--- config.mk ---
export PLATFORM = sky130hd
export DESIGN_NAME = hazard_controller
export DESIGN_NICKNAME = d
export VERILOG_FILES = /design/src/rtl/hazard_controller.sv
export SDC_FILE = /design/constraint.sdc
export NUM_CORES = 1
export LEC_CHECK = 0
export CAP_MARGIN = 30
export CELL_PAD_IN_SITES_DETAIL_PLACEMENT = 1
export CELL_PAD_IN_SITES_GLOBAL_PLACEMENT = 2
export CORE_MARGIN = 2
export CORE_UTILIZATION = 35
export DETAILED_ROUTE_END_ITERATION = 8
export PLACE_DENSITY = 0.85
export SETUP_SLACK_MARGIN = 0.5
export SLEW_MARGIN = 25
export SYNTH_ARGS = -nofsm -noshare
export SYNTH_HDL_FRONTEND = slang
export SYNTH_SLANG_ARGS = --single-unit
--- constraint.sdc ---
create_clock -name clk -period 11.8 [get_ports clk]
set_clock_uncertainty 0.2 [all_clocks]
set_input_delay 2.95 -clock clk [delete_from_list [all_inputs] [get_ports clk]]
set_output_delay 2.95 -clock clk [all_outputs]
set_load 0.1 [all_outputs]
--- src/rtl/hazard_controller.sv ---
// hazard_controller: sequencing controller for a 5-stage RISC-V pipeline.
// It keeps shadow copies of the E/M/W destination and control fields. From
// those it drives stall, flush and forwarding selects for load-use hazards,
// taken branches and multi-cycle data-memory waits. It also keeps a
// saturating count of stalled cycles.
// Optional feature: define HAZARD_MEM_TIMEOUT_EN to bound a memory wait to
// TIMEOUT cycles. When the bound is reached, the M entry is dropped and the
// sticky mem_err flag is set.
module hazard_controller #(
    parameter int REG_W   = 5,
    parameter int CNT_W   = 16,
    parameter int TIMEOUT = 255
) (
    input  logic             clk,
    input  logic             rst,
    input  logic             de_valid,
    input  logic [REG_W-1:0] de_rs1,
    input  logic [REG_W-1:0] de_rs2,
    input  logic             de_use_rs1,
    input  logic             de_use_rs2,
    input  logic [REG_W-1:0] de_rd,
    input  logic             de_we,
    input  logic             de_mem_reg,
    input  logic             de_mem_we,
    input  logic             ex_brn_taken,
    input  logic             mem_ready,
    output logic             stall_f,
    output logic             stall_d,
    output logic             stall_e,
    output logic             stall_m,
    output logic             flush_d,
    output logic             flush_e,
    output logic [1:0]       fwd_a,
    output logic [1:0]       fwd_b,
    output logic [CNT_W-1:0] stall_cnt,
    output logic             mem_err
);

    typedef enum logic [0:0] {RUN, MEM_WAIT} state_t;

    state_t state_q, state_d;

    // Shadow pipeline entries; an all-zero entry is a bubble.
    logic [1:0][REG_W-1:0] e_rs_q, e_rs_d;
    logic [REG_W-1:0]      e_rd_q, e_rd_d;
    logic                  e_we_q, e_we_d, e_ld_q, e_ld_d, e_mem_q, e_mem_d;
    logic [REG_W-1:0]      m_rd_q, m_rd_d;
    logic                  m_we_q, m_we_d, m_ld_q, m_ld_d, m_mem_q, m_mem_d;
    logic [REG_W-1:0]      w_rd_q, w_rd_d;
    logic                  w_we_q, w_we_d;
    logic [CNT_W-1:0]      stall_cnt_q, stall_cnt_d;

    logic [1:0][REG_W-1:0] de_rs;
    logic [1:0]            de_use;
    logic [1:0]            src_match;
    logic [1:0][1:0]       fwd_sel;
    logic                  mem_stall;
    logic                  load_use;
    logic                  lu_stall;
    logic                  br_flush;
    logic                  any_stall;
    logic                  timeout_hit;

    assign de_rs  = {de_rs2, de_rs1};
    assign de_use = {de_use_rs2, de_use_rs1};

    // Per-operand hazard match and forward select. A write to x0 never
    // matches. A load sitting in M cannot forward; its data only exists
    // once the load reaches W.
    genvar gi;
    generate
        for (gi = 0; gi < 2; gi++) begin : g_src
            assign src_match[gi] = de_use[gi] && (de_rs[gi] == e_rd_q);
            assign fwd_sel[gi] =
                (m_we_q && !m_ld_q && (m_rd_q != '0) && (m_rd_q == e_rs_q[gi])) ? 2'b10 :
                (w_we_q && (w_rd_q != '0) && (w_rd_q == e_rs_q[gi]))            ? 2'b01 :
                                                                                   2'b00;
        end
    endgenerate

    assign mem_stall = (m_ld_q || m_mem_q) && !mem_ready;
    assign load_use  = e_ld_q && (e_rd_q != '0) && de_valid && (|src_match);
    assign br_flush  = !mem_stall && ex_brn_taken;
    assign lu_stall  = !mem_stall && !ex_brn_taken && load_use;
    assign any_stall = mem_stall || lu_stall;

`ifdef HAZARD_MEM_TIMEOUT_EN
    localparam int WAIT_W = (TIMEOUT > 1) ? $clog2(TIMEOUT + 1) : 1;

    logic [WAIT_W-1:0] wait_cnt_q, wait_cnt_d;
    logic              mem_err_q, mem_err_d;

    assign timeout_hit = (state_q == MEM_WAIT) && mem_stall &&
                         (wait_cnt_q == WAIT_W'(TIMEOUT - 1));

    // The wait counter only runs while in MEM_WAIT. The error flag stays set
    // until the next reset.
    always_comb begin
        wait_cnt_d = '0;
        mem_err_d  = mem_err_q || timeout_hit;
        if (state_q == MEM_WAIT && !timeout_hit) begin
            wait_cnt_d = wait_cnt_q + WAIT_W'(1);
        end
    end

    // Timeout bookkeeping registers.
    always_ff @(posedge clk or posedge rst) begin
        if (rst) begin
            wait_cnt_q <= '0;
            mem_err_q  <= 1'b0;
        end else begin
            wait_cnt_q <= wait_cnt_d;
            mem_err_q  <= mem_err_d;
        end
    end

    assign mem_err = !rst && mem_err_q;
`else
    assign timeout_hit = 1'b0;
    assign mem_err     = 1'b0;
`endif

    // Next-state logic for the FSM, the shadow entries and the stall counter.
    always_comb begin
        state_d     = state_q;
        e_rs_d      = e_rs_q;
        e_rd_d      = e_rd_q;
        e_we_d      = e_we_q;
        e_ld_d      = e_ld_q;
        e_mem_d     = e_mem_q;
        m_rd_d      = m_rd_q;
        m_we_d      = m_we_q;
        m_ld_d      = m_ld_q;
        m_mem_d     = m_mem_q;
        w_rd_d      = w_rd_q;
        w_we_d      = w_we_q;
        stall_cnt_d = stall_cnt_q;

        if (mem_stall) begin
            // Whole pipeline frozen while memory is busy.
            state_d = MEM_WAIT;
            if (timeout_hit) begin
                state_d = RUN;
                m_rd_d  = '0;
                m_we_d  = 1'b0;
                m_ld_d  = 1'b0;
                m_mem_d = 1'b0;
            end
        end else begin
            state_d = RUN;
            m_rd_d  = e_rd_q;
            m_we_d  = e_we_q;
            m_ld_d  = e_ld_q;
            m_mem_d = e_mem_q;
            w_rd_d  = m_rd_q;
            w_we_d  = m_we_q;
            if (ex_brn_taken || load_use || !de_valid) begin
                e_rs_d  = '0;
                e_rd_d  = '0;
                e_we_d  = 1'b0;
                e_ld_d  = 1'b0;
                e_mem_d = 1'b0;
            end else begin
                e_rs_d  = de_rs;
                e_rd_d  = de_rd;
                e_we_d  = de_we;
                e_ld_d  = de_mem_reg;
                e_mem_d = de_mem_we;
            end
        end

        if (any_stall && (stall_cnt_q != '1)) begin
            stall_cnt_d = stall_cnt_q + CNT_W'(1);
        end
    end

    // State, shadow-entry and counter registers; reset leaves all bubbles.
    always_ff @(posedge clk or posedge rst) begin
        if (rst) begin
            state_q     <= RUN;
            e_rs_q      <= '0;
            e_rd_q      <= '0;
            e_we_q      <= 1'b0;
            e_ld_q      <= 1'b0;
            e_mem_q     <= 1'b0;
            m_rd_q      <= '0;
            m_we_q      <= 1'b0;
            m_ld_q      <= 1'b0;
            m_mem_q     <= 1'b0;
            w_rd_q      <= '0;
            w_we_q      <= 1'b0;
            stall_cnt_q <= '0;
        end else begin
            state_q     <= state_d;
            e_rs_q      <= e_rs_d;
            e_rd_q      <= e_rd_d;
            e_we_q      <= e_we_d;
            e_ld_q      <= e_ld_d;
            e_mem_q     <= e_mem_d;
            m_rd_q      <= m_rd_d;
            m_we_q      <= m_we_d;
            m_ld_q      <= m_ld_d;
            m_mem_q     <= m_mem_d;
            w_rd_q      <= w_rd_d;
            w_we_q      <= w_we_d;
            stall_cnt_q <= stall_cnt_d;
        end
    end

    // Outputs are forced low while reset is asserted. This matters for the
    // paths that come straight from inputs, such as the branch flush.
    assign stall_f   = !rst && any_stall;
    assign stall_d   = !rst && any_stall;
    assign stall_e   = !rst && mem_stall;
    assign stall_m   = !rst && mem_stall;
    assign flush_d   = !rst && br_flush;
    assign flush_e   = !rst && (br_flush || lu_stall);
    assign fwd_a     = rst ? 2'b00 : fwd_sel[0];
    assign fwd_b     = rst ? 2'b00 : fwd_sel[1];
    assign stall_cnt = stall_cnt_q;

endmodule

; Word-level counts from Yosys, hierarchy flattened
; Index checks and enable logic that the tools add are counted.
[word_totals]
reg_bits = 48
latchBits = 0
mem_bits_rw = 0
mem_bits_ro = 0
input_bits = 25
output_inout_bits = 27
mem_count = 0
[classes]
add_sub_neg = 1
multipliers = 0
div = 0
n_lt_le_gt_ge = 0
eq_ne = 7
n_shift = 0
muxes = 11
bitwise_logic = 0
n_reduce_logical = 36
[ops]
columns = operator, n
row1 = 5-bit equality test, 6
row2 = 1-bit logical AND, 21
row3 = 16-bit by 1-bit adder with 16-bit output (second input constant), 1
row4 = 16-bit inequality test (second input constant), 1
row5 = 5-bit nonzero test, 3
row6 = 10-bit 2-to-1 mux, 1
row7 = 2-bit 2-to-1 mux, 4
row8 = 1-bit logical NOT, 6
row9 = 1-bit logical OR, 5
row10 = 1-bit 2-to-1 mux, 5
row11 = 5-bit 2-to-1 mux, 1
row12 = 2-bit OR reduction, 1

; Longest topological paths before layout
; Gate-level depths: netlist of run 1.
[logic_depth]
depth_word = 7
mapped_depth = 7
ltp_nobuf = 6

; Least setup slack after synthesis of run 1
; OpenSTA, ideal clock, no wires.
[synth_path]
path_kind = input -> output
start = in rst
end = out fwd_a[0]
arrival_time_ns = 7.582
required_time_ns = 8.650
path_slack_ns = 1.068
cell_stages = 4
n_path_buf = 0
path_cell_list = inv_1 o211ai_1 or4_1 nor4_1
[synth_via]
elab_chain_len = 1
[synth_rtl]
columns = item, line
row1 = start: declaration, 15  ; input logic rst,
row2 = 2-bit 2-to-1 mux, 218  ; assign fwd_a = rst ? 2'b00 : fwd_sel[0];
row3 = end: declaration, 33  ; output logic [1:0] fwd_a,
; No other way between the ends.

; Worst setup path in the final report of run 1
[layout_path]
start = in de_rs1[3]
end = out stall_f
[layout_via]
elab_chain_len = 7
[layout_rtl]
columns = item, line
row1 = start: declaration, 17  ; input logic [REG_W-1:0] de_rs1,
row2 = 5-bit equality test, 73  ; assign src_match[gi] = de_use[gi] && (de_rs[gi] == e_rd_q);
row3 = 1-bit logical AND, 73
row4 = 2-bit OR reduction, 82  ; assign load_use = e_ld_q && (e_rd_q != '0) && de_valid && (|src_match);
row5 = 1-bit logical AND, 82
row6 = 1-bit logical AND, 84  ; assign lu_stall = !mem_stall && !ex_brn_taken && load_use;
row7 = 1-bit logical OR, 85  ; assign any_stall = mem_stall || lu_stall;
row8 = 1-bit logical AND, 212  ; assign stall_f = !rst && any_stall;
row9 = end: declaration, 27  ; output logic stall_f,
; No other way between the ends.

==> results of run 1 <==
layout make-up:
class / count / area, sq um
Sequential cell: 48 / 1200
Fill cell: 718 / 3630
Inverter: 1 / 3.75
Tap cell: 96 / 120
Timing Repair Buffer: 53 / 527
Clock inverter: 2 / 17.5
Multi-Input combinational cell: 152 / 1210
Clock buffer: 6 / 82.6
power by group:
part | internal, mW | switching (mW) | leakage (nW) | total, mW
registers | 0.184 | 0.0249 | 0.627 | 0.209
clock network | 0.0491 | 0.0591 | 0.0522 | 0.108
logic | 0.0582 | 0.143 | 0.705 | 0.201
total | 0.292 | 0.227 | 1.38 | 0.518
registers in the layout (all words and copies together), names as in the netlist:
register   flops
stall_cnt     16
e_rs_q        10
e_rd_q         5
m_rd_q         5
w_rd_q         5
e_ld_q         1
e_mem_q        1
e_we_q         1
m_ld_q         1
m_mem_q        1
m_we_q         1
w_we_q         1
stage by stage:
step,hold slack [ns],instances,power (mW),setup WS (ns)
after floorplan,0.269,210,0.360,1.07
after global placement,0.273,349,0.411,2.81
after detailed placement,0.280,349,0.416,2.81
after CTS,0.295,357,0.525,2.80
after global routing,0.311,358,0.545,2.63
final,0.286,358,0.518,2.84
cells by family after synthesis:
family | count (synthesis) | synth area share
and+or+nand+nor | 68 | 0.165
adders and majority gates | 1 | 0.00509
xor gates and xnor gates | 42 | 0.153
DFF | 48 | 0.488
other | 1 | 0.00152
AOI/OAI and AO/OA | 22 | 0.0829
muxes | 18 | 0.0824
buffers and inverters | 10 | 0.0219
layout by cell type (no fill, tap or decap), types with 2 or more instances in the layout:
cell,synthesis,final
mux2_2,18,18
nor3b_1,4,4
nor3_1,12,12
inv_6,0,2
nand3_1,6,6
o211ai_1,2,2
a22o_1,18,18
clkdlybuf4s50_1,0,50
and3_1,3,3
dfrtp_1,48,48
clkbuf_8,0,6
buf_4,4,2
nor2_1,10,9
nand4_1,5,5
xor2_1,30,30
nand2_1,8,8
nor4_1,6,6
xnor2_1,11,11
and4_1,3,3
or4_1,4,4
final timing paths:
kind,startpoint,to,slack (ns)
hold / removal,stall_cnt[5],stall_cnt[5],0.29
setup / recovery,de_rs1[3],stall_f,2.84
min in group asynchronous,rst,stall_cnt[2],3.17
max in group asynchronous,rst,stall_cnt[0],7.81
hold reg to reg,stall_cnt[5],stall_cnt[5],0.29
setup reg to reg,e_rd_q[3],stall_cnt[13],9.22
per-layer routing:
layer / GRT usage / up-vias / routed length, microns / share of wire
met5: 0 / - / 0 / 0
met4: 0.0378 / 0 / 52 / 0.0094
met3: 0.0311 / 6 / 264 / 0.048
met2: 0.267 / 52 / 2680 / 0.48
met1: 0.215 / 888 / 2530 / 0.46
li1: - / 863 / - / -
==> impl_metrics.py, run 1 <==
metrics = {
    "routing": {
        "drt-pass1-iter-count": 4,
        "drt_iter0_markers": 29,
        "wl_per_cell_microns": 15.5,
        "ant_nets": 0,
        "vias": 1809,
        "drc": 0,
        "avgViaCountPerCell": 5.05,
        "drt_wl_total_microns": 5530,
    },
    "setup_path": {
        "cp_num_buf_inv": 2,
        "worstSetupEndpointType": "output port",
        "crit_required_ns": 8.65,
        "critical_path.max_stage_delay_ns": 1.16,
        "critPathMaxFanout": 16,
        "crit_slowest_cell": "clkdlybuf4s50_1",
        "cpMostUsedCell": "clkdlybuf4s50_1",
        "ff2ff_path_depth": 6,
        "cp_top_family": "buffers and inverters",
        "cp_cell_sequence": "clkdlybuf4s50_1 > xor2_1 > nor4_2 > a32oi_1 > o32a_4 > nor2_1 > clkdlybuf4s50_1",
        "critPathLaunchType": "input port",
        "crit_type": "input port to output port",
        "cp.depth": 7,
        "critical_path_arrival_ns": 5.81,
    },
    "clock_tree": {
        "post_cts_buffers": 0,
        "cts_buffers": 5,
        "path_clk_slew_ns": 0.09,
        "clk_latency_ns": 0.31,
        "cts_tree": "built",
        "htreeDepth": 2,
        "hold_buffers": 0,
        "clockBufferDepth": 2,
        "cts.sinks": 48,
        "post_cts_resized": 0,
        "root_buffer": "clkbuf_8",
    },
    "synthesis": {
        "netlist_area_sq_mm": 0.00246,
        "ys_types": 32,
        "syn_inst": 210,
        "syn_nets": 236,
        "yosys_warnings": 0,
        "yosysTopAreaCellShare": 0.488,
        "synth_area_per_cell_sq_um": 11.7,
        "ys.flop_type": "dfrtp_1",
        "yosysTopAreaCell": "dfrtp_1",
        "synthTopCellsByArea": "dfrtp_1 49%, xor2_1 11%, mux2_2 8.2%",
        "ys_top_cells_by_count": "48 x dfrtp_1, 30 x xor2_1, 18 x a22o_1, 18 x mux2_2, 12 x nor3_1",
        "synth-seq-cells": 48,
        "ys_async_sr_fraction": 1.00,
        "synth_most_common_cell": "dfrtp_1",
        "seq_area_frac_synth": 0.488,
        "synth-edff-count": 0,
    },
    "die": {
        "fp.dieH_microns": 87.8,
        "die_x_microns": 87.8,
        "die_area_sq_mm": 0.00771,
        "rows": 30,
        "start_util": 0.362,
        "core_sq_mm": 0.00679,
        "io_pins": 52,
    },
    "finish": {
        "syn2layout_area_growth_pct": 28.4,
        "stdcell_area_sq_mm": 0.00316,
        "n_antenna_cell": 0,
        "drive_gt1_frac": 0.137,
        "nNetsFinal": 287,
        "fin_util": 0.465,
    },
    "global_route": {
        "antenna_found_initial": 0,
        "grt_pass1_vias": 1932,
        "grt_pass1_wl_microns": 9580,
        "gr-usage-all-layers": 0.160,
        "grt_max_degree": 49,
        "overflow": 0,
    },
    "placement": {
        "numPortBuffers": 50,
        "place_hpwl_microns": 4190,
        "gp_congestion": 0.736,
        "dpl-instance-area_sq_mm": 0.00305,
    },
    "sta": {
        "slew_viol_final": 0,
        "max_freq_ghz": 0.112,
        "post-route-period-util": 0.760,
        "min_period_ns": 8.96,
        "maxSlewHeadroom": 0.339,
        "hold_viol_final": 0,
        "setup_tns_ns": 0,
        "setup_viol": 0,
        "worstMarginPinSlew_ns": 0.988,
        "rsz0062_at_grt": "false",
    },
    "min_path": {
        "min_path_cells": 1,
        "hold_class": "register to register",
    },
    "job": {
        "drv_cap": 0,
    },
    "power": {
        "ir_drop_mv": 0.0480,
        "cellPowerDensity_mw_per_mm2": 164,
        "leakagePower_nw": 1.38,
    },
    "run_status": {
        "status": "completed",
    },
}
(Power assumes the default switching activity.)
==> inputs of run 2 (changes only) <==
- CORE_UTILIZATION: 35 -> 30
- PLACE_DENSITY: 0.85 -> 0.78
- clock period: 11.8 -> 8.1 ns (I/O delays scaled with it)
==> run 2 against run 1 <==
  * Sequential share of layout area is 0.14 points lower
  * Die area is 16% higher
  * Highest routed layer unchanged
  * Global-route usage is 2.0 points lower
  * Largest cell class unchanged
  * Cell count is 2.5% higher
  * Non-clock buffer count stayed put
  * First-iteration DRC count is 14% lower
  * Count of clock-buffer cells in the layout stayed put
  * Combinational power is 46% higher
  * Cell area is 0.36% higher
==> impl_metrics.py, run 2 (synthesized netlist as in run 1, its figures left out) <==
metrics = {
    "power": {
        "cellPowerDensity_mw_per_mm2": 236,
        "leakagePower_nw": 1.39,
        "ir_drop_mv": 0.0911,
    },
    "die": {
        "core_sq_mm": 0.00809,
        "rows": 33,
        "io_pins": 52,
        "start_util": 0.304,
        "die_area_sq_mm": 0.00894,
        "die_x_microns": 94.6,
        "fp.dieH_microns": 94.6,
    },
    "routing": {
        "avgViaCountPerCell": 4.92,
        "vias": 1804,
        "ant_nets": 0,
        "drt_iter0_markers": 25,
        "drc": 0,
        "wl_per_cell_microns": 15.9,
        "drt_wl_total_microns": 5830,
        "drt-pass1-iter-count": 4,
    },
    "setup_path": {
        "critical_path_arrival_ns": 4.21,
        "rrSetupSlack_ns": 5.43,
        "crit_slowest_cell": "clkdlybuf4s50_1",
        "worstSetupEndpointType": "output port",
        "r2r-start": "e_rd_q[2]",
        "cp_cell_sequence": "clkdlybuf4s50_1 > nor4_1 > clkdlybuf4s50_1",
        "crit_required_ns": 5.88,
        "critPathMaxFanout": 7,
        "crit_type": "input port to output port",
        "cpMostUsedCell": "clkdlybuf4s50_1",
        "critical_path.max_stage_delay_ns": 1.19,
        "timing.rr.end": "stall_cnt[13]",
        "ff2ff_path_depth": 6,
        "critPathLaunchType": "input port",
    },
    "placement": {
        "pre_cts_ws_ns": 1.62,
        "place_hpwl_microns": 4320,
        "dpl-instance-area_sq_mm": 0.00307,
        "gp_congestion": 0.747,
        "numPortBuffers": 50,
    },
    "finish": {
        "stdcell_area_sq_mm": 0.00317,
        "drive_gt1_frac": 0.164,
        "n_antenna_cell": 0,
        "mostFrequentLayoutCell": "dfrtp_1",
        "syn2layout_area_growth_pct": 28.9,
        "nNetsFinal": 287,
        "mostFrequentLayoutCells": "48 x dfrtp_1, 45 x clkdlybuf4s50_1, 30 x xor2_1",
        "seq_area_sq_mm": 0.00120,
        "fin_util": 0.392,
        "largest_reg_flops": 16,
        "fill_cells": 897,
        "multi_input_area_sq_mm": 0.00123,
    },
    "clock_tree": {
        "path_clk_slew_ns": 0.09,
        "cts_tree": "built",
        "cts_buffers": 5,
        "clockBufferDepth": 2,
        "post_cts_buffers": 0,
        "root_buffer": "clkbuf_8",
        "post_cts_resized": 0,
        "htreeDepth": 2,
        "cts.sinks": 48,
        "clk_latency_ns": 0.30,
        "hold_buffers": 0,
    },
    "sta": {
        "setup_tns_ns": 0,
        "rsz0062_at_grt": "false",
        "worstMarginPinSlew_ns": 0.995,
        "setup_viol": 0,
        "min_period_ns": 6.43,
        "max_freq_ghz": 0.155,
        "hold_viol_final": 0,
        "post-route-period-util": 0.794,
        "maxSlewHeadroom": 0.335,
        "setup_ws_ns": 1.67,
        "slew_viol_final": 0,
    },
    "global_route": {
        "grt_max_degree": 49,
        "antenna_found_initial": 0,
        "overflow": 0,
        "grt_pass1_wl_microns": 9720,
        "gr-usage-all-layers": 0.140,
        "grt_pass1_vias": 1855,
    },
    "job": {
        "drv_cap": 0,
    },
    "min_path": {
        "hold_class": "register to register",
        "min_path_cells": 1,
        "min_to": "stall_cnt[10]",
        "hold_start": "stall_cnt[10]",
    },
    "run_status": {
        "status": "completed",
    },
}
[run 2: cell types whose count changed in the layout (fill, tap and decap cells not counted)]
cell / previous run / this run
nor4_4: 0 / 1
clkinv_2: 0 / 2
nor3_1: 12 / 11
nor3_2: 0 / 1
buf_4: 2 / 7
clkdlybuf4s50_1: 50 / 45
nor4_1: 6 / 5
inv_6: 2 / 0
[run 2: metrics by stage]
| stage | instances | hold WS (ns) | total power [mW] |
|---|---|---|---|
| 3_3_place_gp | 358 | 0.273 | 0.601 |
| 5_1_grt | 367 | 0.310 | 0.783 |
| 4_1_cts | 366 | 0.293 | 0.758 |
| 6_report | 367 | 0.288 | 0.747 |
| 2_1_floorplan | 210 | 0.269 | 0.526 |
| 3_5_place_dp | 358 | 0.276 | 0.607 |
[run 2: critical path: cells and delay by family]
kind          cells  cell delay (ns)
simple gates      1             0.40
buf+inv           2             1.78
[run 2: per-layer routing]
| layer | vias up | track usage | share of wire |
|---|---|---|---|
| met5 | - | 0 | 0 |
| met4 | 0 | 0.0290 | 0.0082 |
| met1 | 883 | 0.185 | 0.47 |
| li1 | 863 | - | - |
| met2 | 52 | 0.235 | 0.47 |
| met3 | 6 | 0.0343 | 0.051 |
[run 2: power breakdown]
group / switching [mW] / internal (mW)
Combinational: 0.209 / 0.0844
Clock: 0.0801 / 0.0683
Sequential: 0.0366 / 0.269
Total: 0.326 / 0.421
[run 2: worst max-delay path by stage]
| stage | start | end | slack (ns) |
|---|---|---|---|
| finish | rst | fwd_b[1] | 1.67 |
| global route | de_rs2[2] | stall_d | 1.58 |
| global placement | rst | fwd_b[1] | 1.65 |
| floorplan | rst | fwd_a[1] | 0.90 |
| CTS | rst | fwd_b[1] | 1.61 |
| detailed placement | rst | fwd_b[1] | 1.62 |
[run 2: area by class of cell]
cell class	count	share of cell area
Inverter	1	0.00118
Timing Repair Buffer	53	0.162
Multi-Input combinational cell	152	0.387
Clock inverter	2	0.00316
Tap cell	105	0.0414
Clock buffer	6	0.0260
Sequential cell	48	0.379
==> inputs of run 3 (changes only) <==
- CORE_UTILIZATION: 30 -> 33
- PLACE_DENSITY: 0.78 -> 0.81
- clock period: 8.1 -> 6.3 ns (I/O delays scaled with it)
==> run 3 against run 2 <==
  * Cell area up 1.3%
  * Cell count down 2.2%
  * Sequential power up 30%
  * Combinational power up 30%
  * Die area down 8.7%
  * Utilization up 5.1 points
  * Non-clock buffer count unchanged
  * Total power up 33%
  * Highest routed layer unchanged
==> impl_metrics.py, run 3 (synthesized netlist as in run 1, its figures left out) <==
metrics = {
    "routing": {
        "drt_iter0_markers": 44,
        "ant_nets": 0,
        "drc": 0,
        "wl_per_cell_microns": 16.9,
        "drt-pass1-iter-count": 4,
        "avgViaCountPerCell": 5.13,
        "vias": 1840,
        "drt_wl_total_microns": 6060,
    },
    "clock_tree": {
        "hold_buffers": 0,
        "htreeDepth": 2,
        "cts.sinks": 48,
        "clockBufferDepth": 2,
        "path_clk_slew_ns": 0.09,
        "cts_buffers": 5,
        "post_cts_resized": 0,
        "cts_tree": "built",
        "post_cts_buffers": 0,
        "clk_latency_ns": 0.30,
        "root_buffer": "clkbuf_8",
    },
    "die": {
        "core_sq_mm": 0.00725,
        "rows": 31,
        "die_x_microns": 90.3,
        "start_util": 0.339,
        "fp.dieH_microns": 90.3,
        "die_area_sq_mm": 0.00816,
        "io_pins": 52,
    },
    "sta": {
        "max_freq_ghz": 0.185,
        "setup_tns_ns": 0,
        "slew_viol_final": 0,
        "hold_viol_final": 0,
        "worstMarginPinSlew_ns": 0.978,
        "maxSlewHeadroom": 0.346,
        "min_period_ns": 5.40,
        "rsz0062_at_grt": "false",
        "setup_viol": 0,
        "post-route-period-util": 0.858,
    },
    "finish": {
        "mostFrequentLayoutCells": "48 x dfrtp_1, 40 x clkdlybuf4s50_1, 30 x xor2_1",
        "fill_cells": 791,
        "nNetsFinal": 287,
        "largest_reg_flops": 16,
        "syn2layout_area_growth_pct": 30.6,
        "stdcell_area_sq_mm": 0.00321,
        "multi_input_area_sq_mm": 0.00126,
        "drive_gt1_frac": 0.200,
        "mostFrequentLayoutCell": "dfrtp_1",
        "seq_area_sq_mm": 0.00120,
        "n_antenna_cell": 0,
    },
    "global_route": {
        "grt_pass1_wl_microns": 10200,
        "overflow": 0,
        "grt_max_degree": 49,
        "gr-usage-all-layers": 0.157,
        "antenna_found_initial": 0,
        "grt_pass1_vias": 1932,
    },
    "setup_path": {
        "worstSetupEndpointType": "output port",
        "crit_path_end": "stall_d",
        "cp_num_buf_inv": 2,
        "critPathLaunchType": "input port",
        "cp_top_family": "buffers and inverters",
        "crit_type": "input port to output port",
        "rrSetupSlack_ns": 3.63,
        "ff2ff_path_depth": 6,
        "r2r-start": "e_rd_q[1]",
        "crit_required_ns": 4.53,
        "critPathLaunch": "de_rs2[1]",
        "cp_cell_sequence": "clkdlybuf4s50_1 > xor2_1 > nor4_1 > a32oi_1 > o32a_4 > nor2_2 > buf_4",
        "critPathMaxFanout": 16,
        "cp.depth": 7,
        "critical_path.max_stage_delay_ns": 0.48,
        "critical_path_arrival_ns": 3.63,
        "timing.rr.end": "stall_cnt[13]",
        "crit_slowest_cell": "o32a_4",
    },
    "placement": {
        "numPortBuffers": 50,
        "place_hpwl_microns": 4440,
        "gp_congestion": 0.773,
        "dpl-instance-area_sq_mm": 0.00310,
    },
    "min_path": {
        "hold_class": "register to register",
    },
    "job": {
        "drv_cap": 0,
    },
    "power": {
        "leakagePower_nw": 1.41,
        "cellPowerDensity_mw_per_mm2": 310,
        "ir_drop_mv": 0.0910,
    },
    "run_status": {
        "status": "completed",
    },
}
run 3: changes by cell type in the layout (fill, tap and decap cells not counted), sizes merged:
cell	before	now
clkbuf	6	5
bufinv	0	1
clkdlybuf4s50	45	40
buf	8	13
clkinv	2	0
run 3: metal layers:
metal  vias up  GRT usage  wire length, microns
met2        47      0.256                  2840
li1        861          -                     -
met1       926      0.213                  2890
met3         6     0.0359                   261
met5         -          0                     0
met4         0     0.0423                    70
run 3: per-stage QoR:
step           power (mW)  utilization  hold slack, ns  worst slack [ns]  cells
4_1_cts              1.01        0.441           0.307             0.902    358
3_3_place_gp        0.777        0.428           0.273             0.944    352
5_1_grt              1.04        0.443           0.333             0.755    359
6_report            0.996        0.443           0.298             0.897    359
3_5_place_dp        0.785        0.428           0.290             0.902    352
2_1_floorplan       0.678            -           0.269            0.0542    210
run 3: layout make-up:
cell class,instances,area share
multi-input combinational,152,0.392
tap,99,0.0386
clock inverter,1,0.00935
inverter,1,0.00117
sequential,48,0.374
clock buffer,5,0.0214
timing repair buffer,53,0.164
run 3: how the worst min path moves through the flow:
stage	startpoint	endpoint	slack [ns]	cells past startpoint
floorplan	e_mem_q	e_mem_q	0.27	1
global placement	stall_cnt[5]	stall_cnt[5]	0.27	1
detailed placement	stall_cnt[10]	stall_cnt[10]	0.29	1
CTS	stall_cnt[10]	stall_cnt[10]	0.31	1
global route	stall_cnt[5]	stall_cnt[5]	0.33	1
finish	stall_cnt[5]	stall_cnt[5]	0.30	1
run 3: report_power, final:
group / internal (mW) / switching (mW) / leakage (nW)
clock: 0.114 / 0.105 / 0.0501
sequential: 0.345 / 0.0496 / 0.627
combinational: 0.109 / 0.273 / 0.737
total: 0.568 / 0.428 / 1.41
==> RTL change (flow settings as in run 3) <==
Build with the macro `HAZARD_MEM_TIMEOUT_EN` defined.
--- a/src/rtl/hazard_controller.sv
+++ b/src/rtl/hazard_controller.sv
@@ -6,6 +6,8 @@
 // Optional feature: define HAZARD_MEM_TIMEOUT_EN to bound a memory wait to
 // TIMEOUT cycles. When the bound is reached, the M entry is dropped and the
 // sticky mem_err flag is set.
+`define HAZARD_MEM_TIMEOUT_EN
+
 module hazard_controller #(
     parameter int REG_W   = 5,
     parameter int CNT_W   = 16,
Behaviour: no difference found for any inputs over 10 cycles, from zero or initial values and one cycle with rst high; that may be too few to reach the edited logic, so the function may still have changed.
==> RTL change against run 3 <==
Utilization is 0.48 points lower; total power grew 3.1%; synthesized cell count increased by 36%; critical endpoint is now stall_f; non-clock buffer count increased by 4; routed wire length increased by 18%; sequential cell count grew 10; count of clock-buffer cells in the layout increased by 8; first-iteration DRC count increased by 110%; worst setup slack improved by 0.0036 ns; sequential power grew 12%; area after synthesis is 18% higher; design area grew 18%.
==> RTL change: results (changes against run 3) <==
Port Buffers 51 (was 50); Final #Nets 370 (was 287); vias per cell 5.07 (was 5.13); Total GRT Usage 0.165 (was 0.157); outcome finished, final reports clean (unchanged); Warnings, synthesis 0 (unchanged); Resize count post-CTS 0 (unchanged); first-pass GRT wire length 12700 um (was 10200 um); Routed WL 7170 um (was 6060 um); Non-Filler Instances 455 (was 359); post-synthesis sequential area ratio 0.501 (was 0.488); Hold Path Cell Cnt 1 (unchanged); largest net degree at the start of global routing 35 (was 49); worst vdd ir 0.000169 V (was 0.0000910 V); Critical Path AT 3.62 ns (was 3.63 ns); vias in the first global route 2463 (was 1932); Yosys cell types 37 (was 32); Reg2Reg Depth 7 (was 6); hold crit path type reg2reg (unchanged); TritonCTS buffer count 9 (was 5); FF-to-FF setup slack 3.73 ns (was 3.63 ns); CTS clk-pin slew, worst paths 0.07 ns (was 0.09 ns); placed insts 439 (was 352); top post-synthesis cells by area dfrtp_1, xnor2_1, nand2_1, xor2_1, a22o_1 (was dfrtp_1, xor2_1, mux2_2, a22o_1, xnor2_1); Largest register FFs 16 (unchanged); share of cells above drive strength 1 0.130 (was 0.200); worst rel slew slack 0.350 (was 0.346); R2R Path Start e_rd_q[0]$_DFFE_PP0N_ (was e_rd_q[1]$_DFFE_PP0N_); worst hold start mem_err_q$_DFF_PP0_ (was stall_cnt[5]$_DFFE_PP0P_); Mapped Avg Cell Area 10.2 um2 (was 11.7 um2); worst-skew pair later-pin latency 0.33 ns (was 0.30 ns); R2R Path End stall_cnt[10]$_DFFE_PP0P_ (was stall_cnt[13]$_DFFE_PP0P_); DP Wirelength 5480 um (was 4440 um); diode count 0 (unchanged); H-tree depth 3 (was 2); Final GP Congestion 0.815 (was 0.773); worst-path fanout max 5 (was 16); Pleak 1.62 nW (was 1.41 nW); Iteration-0 DRC Markers 93 (was 44); syn nets 313 (was 236); Worst Hold Path EP mem_err_q$_DFF_PP0_ (was stall_cnt[5]$_DFFE_PP0P_); async set-reset flop share out of synthesis 1.00 (unchanged); commonest cells in the netlist dfrtp_1, nand2_1, xnor2_1, nor2_1, xor2_1 (was dfrtp_1, xor2_1, a22o_1, mux2_2, nor3_1); Clock Path Buffers 2 (unchanged)
==> RTL change: how the worst max path moves through the flow <==
stage / slack [ns] / depth (start not counted) / end / from
2_1_floorplan: 0.61 / 7 / stall_f / de_rs2[4]
3_3_place_gp: 0.89 / 7 / stall_f / de_rs2[4]
3_5_place_dp: 0.87 / 7 / stall_d / de_rs2[4]
4_1_cts: 0.85 / 7 / stall_d / de_rs2[4]
5_1_grt: 0.66 / 7 / stall_d / de_rs2[4]
6_report: 0.90 / 7 / stall_f / de_rs2[4]
==> RTL change: kinds of logic after synthesis <==
logic type	after synthesis	synth area share
simple gates	123	0.206
flops	58	0.501
xor+xnor	50	0.151
compound gates	35	0.0971
buf+inv	14	0.0246
fa+ha+maj	3	0.0129
mux	2	0.00777
==> RTL change: per-stage QoR <==
| step | hold WS, ns | util | total power, mW | setup WS, ns | instance area (um2) |
|---|---|---|---|---|---|
| detailed placement | 0.254 | 0.419 | 0.744 | 0.869 | 3620 |
| floorplan | 0.231 | - | 0.652 | 0.612 | 2950 |
| finish | 0.265 | 0.438 | 1.03 | 0.901 | 3780 |
| global route | 0.293 | 0.438 | 1.08 | 0.657 | 3780 |
| global placement | 0.249 | 0.418 | 0.737 | 0.893 | 3610 |
| CTS | 0.271 | 0.438 | 1.04 | 0.846 | 3780 |
==> RTL change: per-layer routing <==
| metal | routed length [um] | global-route usage | up-vias |
|---|---|---|---|
| li1 | - | - | 1097 |
| met5 | 0 | 0 | - |
| met2 | 3540 | 0.269 | 53 |
| met3 | 267 | 0.0336 | 7 |
| met1 | 3280 | 0.224 | 1149 |
| met4 | 89 | 0.0491 | 0 |
==> RTL change: area by class of cell <==
cell class	count	area, um2
clock buffers	13	149
inverters	3	15.0
well taps	108	135
flip-flops and latches	58	1450
fillers	973	4850
multi-input cells	213	1430
repair buffers	57	588
clock inverters	3	15.0
==> RTL change: critical path, stage by stage <==
cell             delay (ns)
clkdlybuf4s50_1        0.43
xor2_1                 0.15
nor4_1                 0.30
a32oi_1                0.25
o31ai_4                0.41
and2_1                 0.29
buf_12                 0.21
==> RTL change: power breakdown <==
| part | switching, mW | total (mW) | internal [mW] |
|---|---|---|---|
| Sequential | 0.0423 | 0.444 | 0.402 |
| Clock | 0.141 | 0.293 | 0.152 |
| Combinational | 0.198 | 0.289 | 0.0906 |
| Total | 0.382 | 1.03 | 0.645 |
